$ cat config.mk
export PLATFORM = sky130hd
export DESIGN_NAME = pc_fetch_stage
export DESIGN_NICKNAME = d
export VERILOG_FILES = /design/src/rtl/pc_fetch_stage.sv
export SDC_FILE = /design/constraint.sdc
export NUM_CORES = 1
export LEC_CHECK = 0
export ABC_AREA = 1
export BUFFER_PORTS_ARGS = -buffer_cell sky130_fd_sc_hd__clkbuf_2
export CAP_MARGIN = 20
export CELL_PAD_IN_SITES_DETAIL_PLACEMENT = 1
export CELL_PAD_IN_SITES_GLOBAL_PLACEMENT = 1
export CORE_MARGIN = 2
export CORE_UTILIZATION = 36
export CTS_CLUSTER_SIZE = 40
export DETAILED_ROUTE_END_ITERATION = 8
export PLACE_DENSITY = 0.87
export REMOVE_ABC_BUFFERS = 1
export SYNTH_ARGS = -nofsm -noshare
export SYNTH_HDL_FRONTEND = slang
export SYNTH_SLANG_ARGS = --single-unit
$ cat constraint.sdc
create_clock -name CLK -period 3.1 [get_ports CLK]
set_input_delay 0.465 -clock CLK [delete_from_list [all_inputs] [get_ports CLK]]
set_output_delay 0.465 -clock CLK [all_outputs]
set_load 0.02 [all_outputs]
$ cat src/rtl/pc_fetch_stage.sv
// rtl/pc_fetch_stage.sv - program counter and IF/ID register feeding decode
//
// Ports:
//   CLK, Reset            clock, synchronous active-high reset
//   Iaddr, IRW            byte address and read select to the instruction ROM
//   IData                 word returned by the ROM for Iaddr (same cycle)
//   id_valid/id_ready     IF/ID handshake towards decode
//   id_instr/id_pc/id_pc4 IF/ID contents
//   PCSrc, imm16, imm26,
//   jr_target             redirect request and operands from decode
//   halt_req              stop fetching after the current instruction is taken
//   halted, fault         terminal FSM states, cleared only by Reset
module pc_fetch_stage #(
    parameter logic [31:0] RESET_PC  = 32'h0000_0000,
    parameter int unsigned ROM_BYTES = 100
) (
    input  logic        CLK,
    input  logic        Reset,
    output logic [31:0] Iaddr,
    output logic        IRW,
    input  logic [31:0] IData,
    input  logic        id_ready,
    output logic        id_valid,
    output logic [31:0] id_instr,
    output logic [31:0] id_pc,
    output logic [31:0] id_pc4,
    input  logic [1:0]  PCSrc,
    input  logic [15:0] imm16,
    input  logic [25:0] imm26,
    input  logic [31:0] jr_target,
    input  logic        halt_req,
    output logic        halted,
    output logic        fault
);

    typedef enum logic [1:0] {
        S_RUN   = 2'd0,
        S_HALT  = 2'd1,
        S_FAULT = 2'd2
    } state_t;

    state_t      state, state_d;
    logic [31:0] pc, pc_d;
    logic        valid_q, valid_d;
    logic [31:0] instr_q, instr_d;
    logic [31:0] ipc_q, ipc_d;
    logic [31:0] ipc4_q, ipc4_d;

    logic        load;
    logic        past_end;
    logic [31:0] target;

    assign Iaddr    = pc;
    assign IRW      = 1'b0;
    assign id_valid = valid_q;
    assign id_instr = instr_q;
    assign id_pc    = ipc_q;
    assign id_pc4   = ipc4_q;
    assign halted   = (state == S_HALT);
    assign fault    = (state == S_FAULT);

    assign load = !valid_q || id_ready;

    // 33-bit compare so a PC near 2^32 cannot wrap into the legal range.
    assign past_end = ({1'b0, pc} + 33'd3) >= 33'(ROM_BYTES);

    always_comb begin
        target = jr_target;
        case (PCSrc)
            2'b01:   target = ipc4_q + {{14{imm16[15]}}, imm16, 2'b00};
            2'b10:   target = {ipc4_q[31:28], imm26, 2'b00};
            2'b11:   target = jr_target;
            default: target = ipc4_q;
        endcase
    end

    always_ff @(posedge CLK) begin
        if (Reset) begin
            state   <= S_RUN;
            pc      <= RESET_PC;
            valid_q <= 1'b0;
            instr_q <= 32'd0;
            ipc_q   <= 32'd0;
            ipc4_q  <= 32'd0;
        end else begin
            state   <= state_d;
            pc      <= pc_d;
            valid_q <= valid_d;
            instr_q <= instr_d;
            ipc_q   <= ipc_d;
            ipc4_q  <= ipc4_d;
        end
    end

    always_comb begin
        state_d = state;
        pc_d    = pc;
        valid_d = valid_q;
        instr_d = instr_q;
        ipc_d   = ipc_q;
        ipc4_d  = ipc4_q;
        case (state)
            S_RUN: begin
                if (valid_q && PCSrc != 2'b00) begin
                    // Redirect flushes the slot regardless of id_ready;
                    // a misaligned target faults and leaves PC alone.
                    valid_d = 1'b0;
                    if (target[1:0] != 2'b00) begin
                        state_d = S_FAULT;
                    end else begin
                        pc_d = target;
                    end
                end else if (valid_q && id_ready && halt_req) begin
                    valid_d = 1'b0;
                    state_d = S_HALT;
                end else if (load && (pc[1:0] != 2'b00 || past_end)) begin
                    valid_d = 1'b0;
                    state_d = S_FAULT;
                end else if (load) begin
                    instr_d = IData;
                    ipc_d   = pc;
                    ipc4_d  = pc + 32'd4;
                    valid_d = 1'b1;
                    pc_d    = pc + 32'd4;
                end
            end
            default: begin
                valid_d = 1'b0;
            end
        endcase
    end

endmodule

==> results of run 1 <==
Yosys cell counts (3+ instances only):
master                     number  share of area (%)
sky130_fd_sc_hd__ha_1          30                4.1
sky130_fd_sc_hd__nand2_1      475                 19
sky130_fd_sc_hd__a31oi_1       21                1.4
sky130_fd_sc_hd__inv_1        130                5.3
sky130_fd_sc_hd__a21oi_1       97                5.3
sky130_fd_sc_hd__nand4_1       59                4.0
sky130_fd_sc_hd__nand3_2        3               0.33
sky130_fd_sc_hd__nor2_4         5               0.61
sky130_fd_sc_hd__buf_6          3               0.37
sky130_fd_sc_hd__or2_2         10               0.68
sky130_fd_sc_hd__nor2_2        11               0.75
sky130_fd_sc_hd__nand3b_1       9               0.74
sky130_fd_sc_hd__o21ai_0       50                2.7
sky130_fd_sc_hd__buf_2         15               0.82
sky130_fd_sc_hd__nor2_1       197                8.0
sky130_fd_sc_hd__dfxtp_1      129                 28
sky130_fd_sc_hd__nand2_2        5               0.34
sky130_fd_sc_hd__buf_1          3               0.12
sky130_fd_sc_hd__nor3_1        17               0.93
sky130_fd_sc_hd__xor2_1        23                2.2
sky130_fd_sc_hd__clkbuf_1      47                1.9
sky130_fd_sc_hd__nand3_1      169                9.2
sky130_fd_sc_hd__inv_2          5               0.20
sky130_fd_sc_hd__buf_4          5               0.41
area by class of cell:
class,instances,area [sq um]
sequential,129,2590
antenna,1,2.50
inverter,135,507
clock inverter,15,161
multi-input combinational,1205,5830
clock buffer,17,425
tap,330,413
fill,3580,13500
timing repair buffer,288,1640
worst paths after layout:
path,from,to,slack [ns],depth (start not counted)
worst min register to register,id_pc[30],id_pc[30],0.44,2
worst min-delay path,IData[14],id_instr[14],0.29,3
worst max register to register,Iaddr[3],Iaddr[2],0.14,18
worst max-delay path,Iaddr[3],Iaddr[2],0.14,18
worst max-delay path, cell delays in order, from the launching register on:
cell,delay [ns]
sky130_fd_sc_hd__dfxtp_1,0.35
sky130_fd_sc_hd__buf_4,0.16
sky130_fd_sc_hd__nand2_1,0.13
sky130_fd_sc_hd__nor2_2,0.17
sky130_fd_sc_hd__nand2_1,0.20
sky130_fd_sc_hd__inv_1,0.21
sky130_fd_sc_hd__nand3_1,0.17
sky130_fd_sc_hd__nand2_1,0.12
sky130_fd_sc_hd__inv_2,0.04
sky130_fd_sc_hd__nand3_1,0.09
sky130_fd_sc_hd__nand3_1,0.10
sky130_fd_sc_hd__nor3_1,0.24
sky130_fd_sc_hd__nand2_1,0.17
sky130_fd_sc_hd__nand2_2,0.12
sky130_fd_sc_hd__nand2_1,0.15
sky130_fd_sc_hd__buf_12,0.19
sky130_fd_sc_hd__nand2_1,0.08
sky130_fd_sc_hd__nand2_1,0.07
sky130_fd_sc_hd__nor2_1,0.11
kinds of logic (layout without fill, tap and decap cells):
| family | count (synthesis) | count (layout) |
|---|---|---|
| AND/OR/NAND/NOR | 965 | 965 |
| flip-flops | 129 | 129 |
| XOR/XNOR | 25 | 25 |
| buffers and inverters | 208 | 455 |
| other | 1 | 2 |
| adder cells (fa/ha/maj) | 31 | 31 |
| AO/OA/AOI/OAI | 183 | 183 |
routing by layer:
layer  global-route usage, %  vias up  wire (um)
met1                    39.0     5566      18200
met3                    7.98       90       3150
li1                        -     5507          -
met4                    13.3        2       1560
met2                    52.3      422      19300
met5                       0        -         13
registers in the layout, summed over array words and instances, names as in the netlist:
signal and cells:
id_pc 32, id_valid 1, id_instr 32, Iaddr 32, state 2, id_pc4 30
timing repair:
action | 4_1_cts | 5_1_grt
setup buffers | 0 | 4
gates resized for setup | 0 | 10
endpoints found under the setup margin | 0 | 126
power by group through the flow:
| stage | registers, W | clock network, W | logic, W |
|---|---|---|---|
| floorplan | 0.00248 | 0 | 0.00141 |
| global placement | 0.00220 | 0 | 0.00299 |
| detailed placement | 0.00220 | 0 | 0.00307 |
| CTS | 0.00218 | 0.00216 | 0.00309 |
| global route | 0.00222 | 0.00224 | 0.00340 |
| finish | 0.00219 | 0.00214 | 0.00313 |
per-stage QoR:
| step | cells | hold slack [ns] | utilization, % | TNS (ns) |
|---|---|---|---|---|
| after CTS | 2115 | 0.272 | 45.8 | 0 |
| after detailed placement | 2083 | 0.433 | 43.5 | 0 |
| after global routing | 2120 | 0.280 | 46.0 | -0.0356 |
| after global placement | 2083 | 0.425 | 43.5 | 0 |
| final | 2120 | 0.287 | 46.0 | 0 |
| after floorplan | 1469 | 0.464 | - | -302.63 |
==> out/results.md, run 1 <==
| Item | Reported |
| --- | --- |
| Count of clock tree sinks | 129 |
| Share of synthesized cell area in full adder, half adder and majority cells | 4.30% |
| Dominant synthesized flop cell | sky130_fd_sc_hd__dfxtp_1 |
| Cell count after synthesis | 1,542 |
| CTS buffer count | 17 |
| Final critical-path setup slack | 0.145 ns |
| Async set or reset register ratio after synthesis | 0% |
| Crit end category | register |
| Die Outline Area | 0.0268 sq mm |
| Number of buffers inserted by hold repair at cts | 0 |
| Antenna-violating nets left | 0 |
| Combinational share of power | 41.9% |
| Register clock-pin slew on the reported worst setup and hold paths | 0.07 ns |
| Routed vias | 11,600 |
| Length of the first detailed-routing pass in iterations | 7 |
| Total power density per cell area | 645 mW/mm^2 |
| Unique masters post-synth | 42 |
| Internal portion of total power | 0.00408 W |
| Fraction of power consumed by sequential logic | 29.3% |
| Element type at the critical path start | register |
| Area of the placeable core | 0.0251 sq mm |
| Compound-gate portion of the synthesized area | 10.6% |
| Layout cells sized above 1 | 20.7% |
| Fin Clk Skew | 0.0126 ns |
| Worst-Skew Late Latency | 0.43 ns |
| Final period util | 95.3% |
| Drt wl/cell | 19.9 um |
| Largest family of logic cells by synthesized area | simple AND/OR/NAND/NOR gates |
| Shortest clock period the worst path allows after layout | 2.96 ns |
| Flops & latches, synth | 129 |
| Number of max-slew violations in the final report | 0 |
| Final net count | 1,919 |
| Share of the synthesized netlist area taken by xor and xnor gates | 2.38% |
| Final setup violating endpoints | 0 |
| GRT Total Usage | 31.6% |
| Required time of the critical path | 3.46 ns |
| Vias/cell | 5.47 |
| Fraction of synthesized area in multiplexers | 0% |
| Path class of the lowest-slack min-delay path | in2reg |
| Cell chosen for the clock root | sky130_fd_sc_hd__clkbuf_16 |
| Average size of a mapped cell | 5.96 sq um |
| Total cell area at the placement stage | 0.0109 sq mm |
| Number of antenna violations at the first check in global routing | 2 |
| Yosys warning total | 0 |
| Final total power | 0.00746 W |
| Maxcap violations | 0 |
| Largest net degree at the start of global routing | 46 |
| Setup slack at placement | 0.131 ns |
| HPWL reported at the end of detailed placement | 32.8 mm |
| Routability congestion estimate | 1.00 |
| Power dissipated by switching net loads | 0.00338 W |
| Area Overhead vs Synth | 25.8% |
| Initial DRC Count | 808 |
| Switching power as a share of total power | 45.3% |
| Number of rows created at floorplan | 58 |
| Normalized max-slew margin | 26.3% |
| Simple-gate area share of the yosys netlist | 45.4% |
| Die W | 164 um |
| Detailed-route wire length | 42.2 mm |
| H-tree levels | 4 |
| Number of global-route vias before repair | 12,000 |
| Crit-path max FO | 11 |
| Maximum clock rate | 338 MHz |
| Share of power burned in the clock network | 28.7% |
| Final cell area excluding filler cells | 0.0116 sq mm |
| Most frequent cells in the layout | sky130_fd_sc_hd__nand2_1, sky130_fd_sc_hd__clkbuf_2, sky130_fd_sc_hd__nor2_1 |
| CTS Buffer Depth | 2 |
| Run status | finished clean |
| Class of the most critical setup path | reg2reg |
| Remaining Overflow, GRT | 0 |
| Tightest Pin Transition | 1.10 ns |
| Count of flip-flops with a built-in enable after synthesis | 0 |
| Remaining routing DRC violations | 0 |
| Most common cell after layout, fill and taps aside | sky130_fd_sc_hd__nand2_1 |
| Number of I/O pins | 244 |
| Starting density of the core | 36.6% |
| Worst VDD drop | 430 uV |
| Die H | 164 um |
| Static power due to leakage | 5.48 nW |
| Data arrival time at the worst-slack endpoint | 3.31 ns |
| Final Hold Viols | 0 |
| Clock tree from TritonCTS | built |
| Netlist Area Pre-Place | 0.00919 sq mm |
| Part of the Yosys area used for sequential elements | 28.1% |
| Count of buffers from port buffering | 242 |
| Global-route wire length before repair | 65.7 mm |
Note: power is estimated with default switching activity, not from simulation.
==> inputs of run 2 (changes only) <==
--- a/config.mk
+++ b/config.mk
@@ -5,13 +5,12 @@
 export SDC_FILE = /design/constraint.sdc
 export NUM_CORES = 1
 export LEC_CHECK = 0
-export ABC_AREA = 1
 export BUFFER_PORTS_ARGS = -buffer_cell sky130_fd_sc_hd__clkbuf_2
 export CAP_MARGIN = 20
 export CELL_PAD_IN_SITES_DETAIL_PLACEMENT = 1
 export CELL_PAD_IN_SITES_GLOBAL_PLACEMENT = 1
 export CORE_MARGIN = 2
-export CORE_UTILIZATION = 36
+export CORE_UTILIZATION = 37
 export CTS_CLUSTER_SIZE = 40
 export DETAILED_ROUTE_END_ITERATION = 8
 export PLACE_DENSITY = 0.87
==> run 2 against run 1 <==
  * Clock power about the same
  * The flow now finishes with violations (negative setup slack)
  * Sequential share of layout area up 2.5 points
  * Clock skew down 0.0061 ns
  * Largest power group unchanged
  * Utilization up 7.9 points
==> out/results.md, run 2 <==
| Item | Reported | Delta |
| --- | --- | --- |
| Run status | finished, violations left | was finished clean |
| Failing checks | negative setup slack |  |
| Number of rows created at floorplan | 51 | was 58 |
| CTS Buffer Depth | 2 | unchanged |
| Flops & latches, synth | 129 | unchanged |
| Routed vias | 8,312 | was 11,600 |
| Register clock-pin slew on the reported worst setup and hold paths | 0.06 ns | was 0.07 ns |
| Most common cell after layout, fill and taps aside | sky130_fd_sc_hd__clkbuf_2 | was sky130_fd_sc_hd__nand2_1 |
| Number of global-route vias before repair | 8,227 | was 12,000 |
| Maximum clock rate | 317 MHz | was 338 MHz |
| Element type at the critical path start | register | unchanged |
| Top cell family by delay on the critical path | simple AND/OR/NAND/NOR gates | unchanged |
| Number of buffers inserted by hold repair at cts | 0 | unchanged |
| Data arrival time at the worst-slack endpoint | 3.47 ns | was 3.31 ns |
| Vias/cell | 5.60 | was 5.47 |
| Shortest clock period the worst path allows after layout | 3.15 ns | was 2.96 ns |
| Static power due to leakage | 5.03 nW | was 5.48 nW |
| Part of the Yosys area used for sequential elements | 35.3% | was 28.1% |
| Area of the placeable core | 0.0194 sq mm | was 0.0251 sq mm |
| Largest cells by area after synthesis | sky130_fd_sc_hd__dfxtp_1, sky130_fd_sc_hd__mux2i_1, sky130_fd_sc_hd__nor2_1 | was sky130_fd_sc_hd__dfxtp_1, sky130_fd_sc_hd__nand2_1, sky130_fd_sc_hd__nand3_1 |
| Most frequent cells in the layout | sky130_fd_sc_hd__clkbuf_2, sky130_fd_sc_hd__dfxtp_1, sky130_fd_sc_hd__buf_4 | was sky130_fd_sc_hd__nand2_1, sky130_fd_sc_hd__clkbuf_2, sky130_fd_sc_hd__nor2_1 |
| Unique masters post-synth | 72 | was 42 |
| Cell count after synthesis | 882 | was 1,542 |
| Die H | 145 um | was 164 um |
| Count of flip-flops with a built-in enable after synthesis | 0 | unchanged |
| Final period util | 102% | was 95.3% |
| Chain of cells forming the critical path | nand4_1, or4_4, o31a_1, nor4_2, o211ai_1, nor4_4, buf_4, nand3_4, clkbuf_16, mux2i_2, nor2_1 | was buf_4, nand2_1, nor2_2, nand2_1, inv_1, nand3_1, nand2_1, inv_2, nand3_1, nand3_1, nor3_1, nand2_1, nand2_2, nand2_1, buf_12, nand2_1, nand2_1, nor2_1 |
| Dominant synthesized flop cell | sky130_fd_sc_hd__dfxtp_1 | unchanged |
| Layout fillers | 2,415 | was 3,580 |
| Remaining routing DRC violations | 0 | unchanged |
| Maxcap violations | 0 | unchanged |
| Number of I/O pins | 244 | unchanged |
| Largest net degree at the start of global routing | 55 | was 46 |
| Fin Clk Skew | 0.00655 ns | was 0.0126 ns |
| Final critical-path setup slack | -0.0549 ns | was 0.145 ns |
| Path class of the lowest-slack min-delay path | in2reg | unchanged |
| Cell with the most instances after synthesis | sky130_fd_sc_hd__dfxtp_1 | was sky130_fd_sc_hd__nand2_1 |
| Netlist Area Pre-Place | 0.00731 sq mm | was 0.00919 sq mm |
| Yosys warning total | 0 | unchanged |
| Class of the most critical setup path | reg2reg | unchanged |
| Reg2Reg Launch Point | Iaddr[22] | was Iaddr[3] |
| Area Overhead vs Synth | 43.0% | was 25.8% |
| Starting density of the core | 37.7% | was 36.6% |
| Layout cells sized above 1 | 36.7% | was 20.7% |
| Total power density per cell area | 774 mW/mm^2 | was 645 mW/mm^2 |
| Global-route wire length before repair | 43.7 mm | was 65.7 mm |
| Crit end category | register | unchanged |
| Drt wl/cell | 20.4 um | was 19.9 um |
| GRT Total Usage | 26.6% | was 31.6% |
| Final Hold Viols | 0 | unchanged |
| Post-synth top area cell | sky130_fd_sc_hd__dfxtp_1 | unchanged |
| Tightest Pin Transition | 0.751 ns | was 1.10 ns |
| Leading cell types by count after synthesis | sky130_fd_sc_hd__dfxtp_1, sky130_fd_sc_hd__nor2_1, sky130_fd_sc_hd__nand2_1, sky130_fd_sc_hd__mux2i_1, sky130_fd_sc_hd__and2_1 | was sky130_fd_sc_hd__nand2_1, sky130_fd_sc_hd__nor2_1, sky130_fd_sc_hd__nand3_1, sky130_fd_sc_hd__inv_1, sky130_fd_sc_hd__dfxtp_1 |
| Initial DRC Count | 502 | was 808 |
| Antenna-violating nets left | 0 | unchanged |
| Die W | 145 um | was 164 um |
| Routability congestion estimate | 0.927 | was 1.00 |
| Clock tree from TritonCTS | built | unchanged |
| Final setup violating endpoints | 26 | was 0 |
| Cell chosen for the clock root | sky130_fd_sc_hd__clkbuf_16 | unchanged |
| Start point of the critical path | Iaddr[22] | was Iaddr[3] |
| Async set or reset register ratio after synthesis | 0% | unchanged |
| Detailed-route wire length | 30.3 mm | was 42.2 mm |
| Critical Path Max Stage Delay | 0.56 ns | was 0.35 ns |
| Post-route core utilization | 53.9% | was 46.0% |
| Normalized max-slew margin | 49.4% | was 26.3% |
| Worst VDD drop | 441 uV | was 430 uV |
| Remaining Overflow, GRT | 0 | unchanged |
| Setup repair after global routing missed its margin | true |  |
| Final total power | 0.00810 W | was 0.00746 W |
| Final net count | 1,350 | was 1,919 |
| Hold_sp | IData[6] | was IData[14] |
| CTS buffer count | 17 | unchanged |
| Number of buffers and inverters on the critical path | 2 | was 4 |
| Count of clock tree sinks | 129 | unchanged |
| Count of buffers from port buffering | 242 | unchanged |
| Worst-Skew Late Latency | 0.42 ns | was 0.43 ns |
| H-tree levels | 4 | unchanged |
| Die Outline Area | 0.0209 sq mm | was 0.0268 sq mm |
| Average size of a mapped cell | 8.29 sq um | was 5.96 sq um |
| Required time of the critical path | 3.41 ns | was 3.46 ns |
| Synth top area share | 35.3% | was 28.1% |
| Slowest cell on the critical path | sky130_fd_sc_hd__or4_4 | was sky130_fd_sc_hd__dfxtp_1 |
| HPWL reported at the end of detailed placement | 21.0 mm | was 32.8 mm |
| Crit-path max FO | 7 | was 11 |
| Antenna Cells | 0 | was 1 |
| Length of the first detailed-routing pass in iterations | 5 | was 7 |
| Number of max-slew violations in the final report | 0 | unchanged |
| Number of antenna violations at the first check in global routing | 2 | unchanged |
## run 2: changes by cell type in the layout (fill, tap and decap cells not counted), moves of 18 or more
cell and delta:
sky130_fd_sc_hd__buf_4 +64, sky130_fd_sc_hd__nor2_1 -91, sky130_fd_sc_hd__xor2_1 -18, sky130_fd_sc_hd__nand4_1 -46
sky130_fd_sc_hd__nand3_1 -148, sky130_fd_sc_hd__a21oi_1 -55, sky130_fd_sc_hd__inv_1 -115, sky130_fd_sc_hd__and2_1 +53
sky130_fd_sc_hd__mux2i_1 +54, sky130_fd_sc_hd__nand2_1 -407
## run 2: layout make-up
cell class              instances  area, sq um  share of cell area [%]
inverters                      16         60.1                   0.574
repair buffers                359         2210                    21.2
clock buffers                  23          468                    4.47
flip-flops and latches        129         2610                    24.9
clock inverters                 9          155                    1.48
multi-input cells             684         4620                    44.2
well taps                     265          332                    3.17
## run 2: path summary, 6_finish.rpt
check | to | slack (ns) | depth (start not counted)
worst min register to register | id_pc[24] | 0.45 | 1
worst max register to register | id_instr[0] | -0.05 | 11
worst max-delay path | id_instr[0] | -0.05 | 11
worst min-delay path | id_instr[6] | 0.27 | 3
## run 2: cells by family (layout without fill, tap and decap cells)
kind of cell	Yosys count	in the layout	synth area share (%)
adder cells (fa/ha/maj)	31	31	5.41
AO/OA/AOI/OAI	214	214	19.6
buffers and inverters	69	407	3.90
other	1	1	0.0513
AND/OR/NAND/NOR	356	356	24.8
XOR/XNOR	23	23	2.75
multiplexers	59	59	8.11
flip-flops	129	129	35.3
## run 2: worst reg2reg max path, stage by stage (launching register included)
cell                        delay, ns
sky130_fd_sc_hd__dfxtp_2         0.34
sky130_fd_sc_hd__nand4_1         0.19
sky130_fd_sc_hd__or4_4           0.56
sky130_fd_sc_hd__o31a_1          0.27
sky130_fd_sc_hd__nor4_2          0.16
sky130_fd_sc_hd__o211ai_1        0.22
sky130_fd_sc_hd__nor4_4          0.38
sky130_fd_sc_hd__buf_4           0.21
sky130_fd_sc_hd__nand3_4         0.19
sky130_fd_sc_hd__clkbuf_16       0.27
sky130_fd_sc_hd__mux2i_2         0.19
sky130_fd_sc_hd__nor2_1          0.06
## run 2: where the power goes
| part | switching [W] | internal, W | total, W |
|---|---|---|---|
| clock | 0.000781 | 0.00139 | 0.00217 |
| sequential | 0.000197 | 0.00196 | 0.00216 |
| combinational | 0.00215 | 0.00163 | 0.00377 |
| total | 0.00312 | 0.00498 | 0.00810 |
## run 2: metrics by stage
step           setup TNS (ns)  hold WS, ns  std cells  setup WS, ns  cell area (sq um)
2_1_floorplan          -57.21        0.473        829        -0.734               7090
3_3_place_gp            -1.10        0.441       1440        -0.155               9480
3_5_place_dp            -1.44        0.443       1440        -0.230               9480
4_1_cts                     0        0.264       1473        0.0149              10100
5_1_grt                 -8.74        0.294       1485        -0.182              10500
6_report               -0.433        0.272       1485       -0.0549              10500
## run 2: metal layers
metal,global-route usage [%],part of all wire (%)
met1,32.8,41
met2,45.7,49
met3,5.63,6.9
met4,9.40,2.8
met5,0,0.053
## run 2: repair_timing
| item | CTS | global route |
|---|---|---|
| hold endpoints to repair | 0 | 0 |
| buffers inserted | 1 | 6 |
| gates resized for setup | 7 | 48 |
| endpoints found under the setup margin | 46 | 112 |
| gates cloned | 0 | 6 |
| pin swaps | 2 | 14 |
==> inputs of run 3 (changes only) <==
--- a/config.mk
+++ b/config.mk
@@ -13,6 +13,7 @@
 export CORE_UTILIZATION = 37
 export CTS_CLUSTER_SIZE = 40
 export DETAILED_ROUTE_END_ITERATION = 8
+export GPL_TIMING_DRIVEN = 0
 export PLACE_DENSITY = 0.87
 export REMOVE_ABC_BUFFERS = 1
 export SYNTH_ARGS = -nofsm -noshare
==> run 3 against run 2 <==
  * The flow now finishes without violations
  * Clock-buffer cell count down 3
  * Clock skew up 0.0026 ns
  * Power down 4.2%
  * Critical path type unchanged
  * Largest power group unchanged
==> out/results.md, run 3 (synthesis results as in run 2) <==
| Item | Reported | Delta |
| --- | --- | --- |
| Run status | finished clean | was finished, violations left |
| Maxcap violations | 0 | unchanged |
| GRT Total Usage | 25.8% | was 26.6% |
| Fin Clk Skew | 0.00919 ns | was 0.00655 ns |
| Length of the first detailed-routing pass in iterations | 5 | unchanged |
| Normalized max-slew margin | 34.2% | was 49.4% |
| Total power density per cell area | 771 mW/mm^2 | was 774 mW/mm^2 |
| Routability congestion estimate | 0.904 | was 0.927 |
| Die Outline Area | 0.0209 sq mm | unchanged |
| Largest net degree at the start of global routing | 79 | was 55 |
| Global-route track usage on met2 | 43.2% | was 45.7% |
| Start point of the critical path | Iaddr[24] | was Iaddr[22] |
| Reg2Reg Launch Point | Iaddr[24] | was Iaddr[22] |
| Top cell family by delay on the critical path | simple AND/OR/NAND/NOR gates | unchanged |
| Hold_sp | IData[3] | was IData[6] |
| HPWL reported at the end of detailed placement | 18.9 mm | was 21.0 mm |
| Required time of the critical path | 3.38 ns | was 3.41 ns |
| Number of antenna violations at the first check in global routing | 1 | was 2 |
| Remaining Overflow, GRT | 0 | unchanged |
| Cell count after placement | 1,338 | was 1,440 |
| Count of buffers from port buffering | 242 | unchanged |
| GR Util met3 | 5.73% | was 5.63% |
| Antenna Cells | 0 | unchanged |
| Starting density of the core | 37.7% | unchanged |
| Detailed-route wire length | 28.8 mm | was 30.3 mm |
| Worst hold slack across all endpoints | 0.266 ns | was 0.272 ns |
| Setup repair after global routing missed its margin | true | unchanged |
| Register clock-pin slew on the reported worst setup and hold paths | 0.06 ns | about the same |
| Crit end category | register | unchanged |
| Maximum clock rate | 323 MHz | was 317 MHz |
| Most frequent cells in the layout | sky130_fd_sc_hd__clkbuf_2, sky130_fd_sc_hd__dfxtp_1, sky130_fd_sc_hd__nor2_1 | was sky130_fd_sc_hd__clkbuf_2, sky130_fd_sc_hd__dfxtp_1, sky130_fd_sc_hd__buf_4 |
| Count of cells along the worst hold path | 3 | unchanged |
| Final Hold Viols | 0 | unchanged |
| Most common cell after layout, fill and taps aside | sky130_fd_sc_hd__clkbuf_2 | unchanged |
| Path class of the lowest-slack min-delay path | in2reg | unchanged |
| Number of I/O pins | 244 | unchanged |
| Layout fillers | 2,362 | was 2,415 |
| Routed vias | 8,073 | was 8,312 |
| Vias/cell | 5.71 | was 5.60 |
| Area Overhead vs Synth | 37.6% | was 43.0% |
| Global-route wire length before repair | 42.0 mm | was 43.7 mm |
| Worst Reg-to-Reg Cells | 12 | was 11 |
| Number of buffers and inverters on the critical path | 3 | was 2 |
| Die W | 145 um | unchanged |
| Number of global-route vias before repair | 7,942 | was 8,227 |
| Remaining routing DRC violations | 0 | unchanged |
| H-tree levels | 4 | unchanged |
| Initial DRC Count | 403 | was 502 |
| Die H | 145 um | unchanged |
| Worst-Skew Late Latency | 0.43 ns | was 0.42 ns |
| Critical Path Max Stage Delay | 0.53 ns | was 0.56 ns |
| Crit-path max FO | 7 | unchanged |
| Chain of cells forming the critical path | nand4_1, or4_4, o31a_1, nor4_2, o211ai_1, nor4_4, buf_6, nand3_4, buf_6, buf_12, mux2i_2, nor2_1 | was nand4_1, or4_4, o31a_1, nor4_2, o211ai_1, nor4_4, buf_4, nand3_4, clkbuf_16, mux2i_2, nor2_1 |
| Final net count | 1,279 | was 1,350 |
| Most numerous cell on the critical path | sky130_fd_sc_hd__buf_6 |  |
| CTS Buffer Depth | 2 | unchanged |
| Final setup violating endpoints | 0 | was 26 |
| Antenna-violating nets left | 0 | unchanged |
| Number of rows created at floorplan | 51 | unchanged |
| Hold endpoint | id_instr[3] | was id_instr[6] |
| Final period util | 99.7% | was 102% |
| Reg2Reg Setup Slack | 0.009 ns | was -0.05 ns |
| Number of buffers inserted by hold repair at cts | 0 | unchanged |
| Static power due to leakage | 4.71 nW | was 5.03 nW |
| Met1 routing resource usage after global routing | 31.0% | was 32.8% |
| Cell chosen for the clock root | sky130_fd_sc_hd__clkbuf_16 | unchanged |
| CTS buffer count | 17 | unchanged |
| Most Used Layer, Global Route | met2 | unchanged |
| Data arrival time at the worst-slack endpoint | 3.37 ns | was 3.47 ns |
| Area of the placeable core | 0.0194 sq mm | unchanged |
| Count of clock tree sinks | 129 | unchanged |
| Number of non-filler instances in the completed layout | 1,414 | was 1,485 |
| Slowest cell on the critical path | sky130_fd_sc_hd__or4_4 | unchanged |
| Element type at the critical path start | register | unchanged |
| Worst VDD drop | 414 uV | was 441 uV |
| Class of the most critical setup path | reg2reg | unchanged |
| Drt wl/cell | 20.4 um | about the same |
| Tightest Pin Transition | 0.987 ns | was 0.751 ns |
| Reg2reg end | id_instr[10] | was id_instr[0] |
| Shortest clock period the worst path allows after layout | 3.09 ns | was 3.15 ns |
| Register cell area after layout | 0.00265 sq mm | was 0.00261 sq mm |
| Layout cells sized above 1 | 35.2% | was 36.7% |
| Clock tree from TritonCTS | built | unchanged |
| Number of max-slew violations in the final report | 0 | unchanged |
| Area used by multi-input combinational logic | 0.00479 sq mm | was 0.00462 sq mm |
## run 3: changes by cell type in the layout (fill, tap and decap cells not counted), moves of 4 or more
cell,before,now
sky130_fd_sc_hd__dfxtp_2,18,14
sky130_fd_sc_hd__buf_4,104,37
sky130_fd_sc_hd__ha_4,0,5
sky130_fd_sc_hd__ha_1,29,25
sky130_fd_sc_hd__dfxtp_1,111,103
sky130_fd_sc_hd__o21ai_0,39,35
sky130_fd_sc_hd__clkbuf_1,4,0
sky130_fd_sc_hd__dfxtp_4,0,12
## run 3: area by class of cell
| class | count | area share, % |
|---|---|---|
| multi-input cells | 685 | 47.6 |
| clock buffers | 20 | 4.64 |
| well taps | 265 | 3.30 |
| flip-flops and latches | 129 | 26.3 |
| clock inverters | 12 | 1.32 |
| inverters | 16 | 0.647 |
| repair buffers | 287 | 16.2 |
## run 3: repair_timing
item                                    CTS  global route
endpoints found under the setup margin  128           122
gates cloned                              3             0
setup buffers                            19            24
endpoints found under the hold margin     0             0
pin swaps                                10            20
gates resized for setup                  62            49
## run 3: through the flow
step | power [W] | setup WS [ns] | utilization [%] | TNS, ns | cell area [sq um]
floorplan | 0.00401 | -0.734 | - | -57.21 | 7090
detailed placement | 0.00496 | -1.36 | 44.8 | -113.53 | 8690
CTS | 0.00764 | 0.000800 | 50.1 | 0 | 9720
finish | 0.00776 | 0.00875 | 51.9 | 0 | 10100
global route | 0.00815 | -0.162 | 51.9 | -5.21 | 10100
global placement | 0.00481 | -2.26 | 44.5 | -248.84 | 8630
## run 3: how the worst max path moves through the flow
stage | end | slack (ns) | cells after the start
after floorplan | id_instr[0] | -0.73 | 9
after global placement | id_instr[1] | -2.26 | 9
after detailed placement | id_instr[10] | -1.36 | 10
after CTS | id_instr[10] | 0.0008 | 12
after global routing | id_pc[4] | -0.16 | 11
final | id_instr[10] | 0.009 | 12
## run 3: power by group
part,leakage (nW),internal (W),total [W],switching (W)
logic,3.36,0.00148,0.00341,0.00193
clock network,0.288,0.00125,0.00207,0.000819
registers,1.06,0.00197,0.00228,0.000309
total,4.71,0.00470,0.00776,0.00306
## run 3: routing by layer
| layer | vias up | wire length (um) | part of all wire [%] |
|---|---|---|---|
| met1 | 3891 | 11800 | 41 |
| li1 | 3719 | - | - |
| met2 | 358 | 13500 | 47 |
| met3 | 105 | 2100 | 7.3 |
| met5 | - | 0 | 0 |
| met4 | 0 | 1350 | 4.7 |
## run 3: worst min-delay path: cells and delay by family
family,cells,cell delay (ns)
buf+inv,1,0.07
simple gates,1,0.07
mux,1,0.05
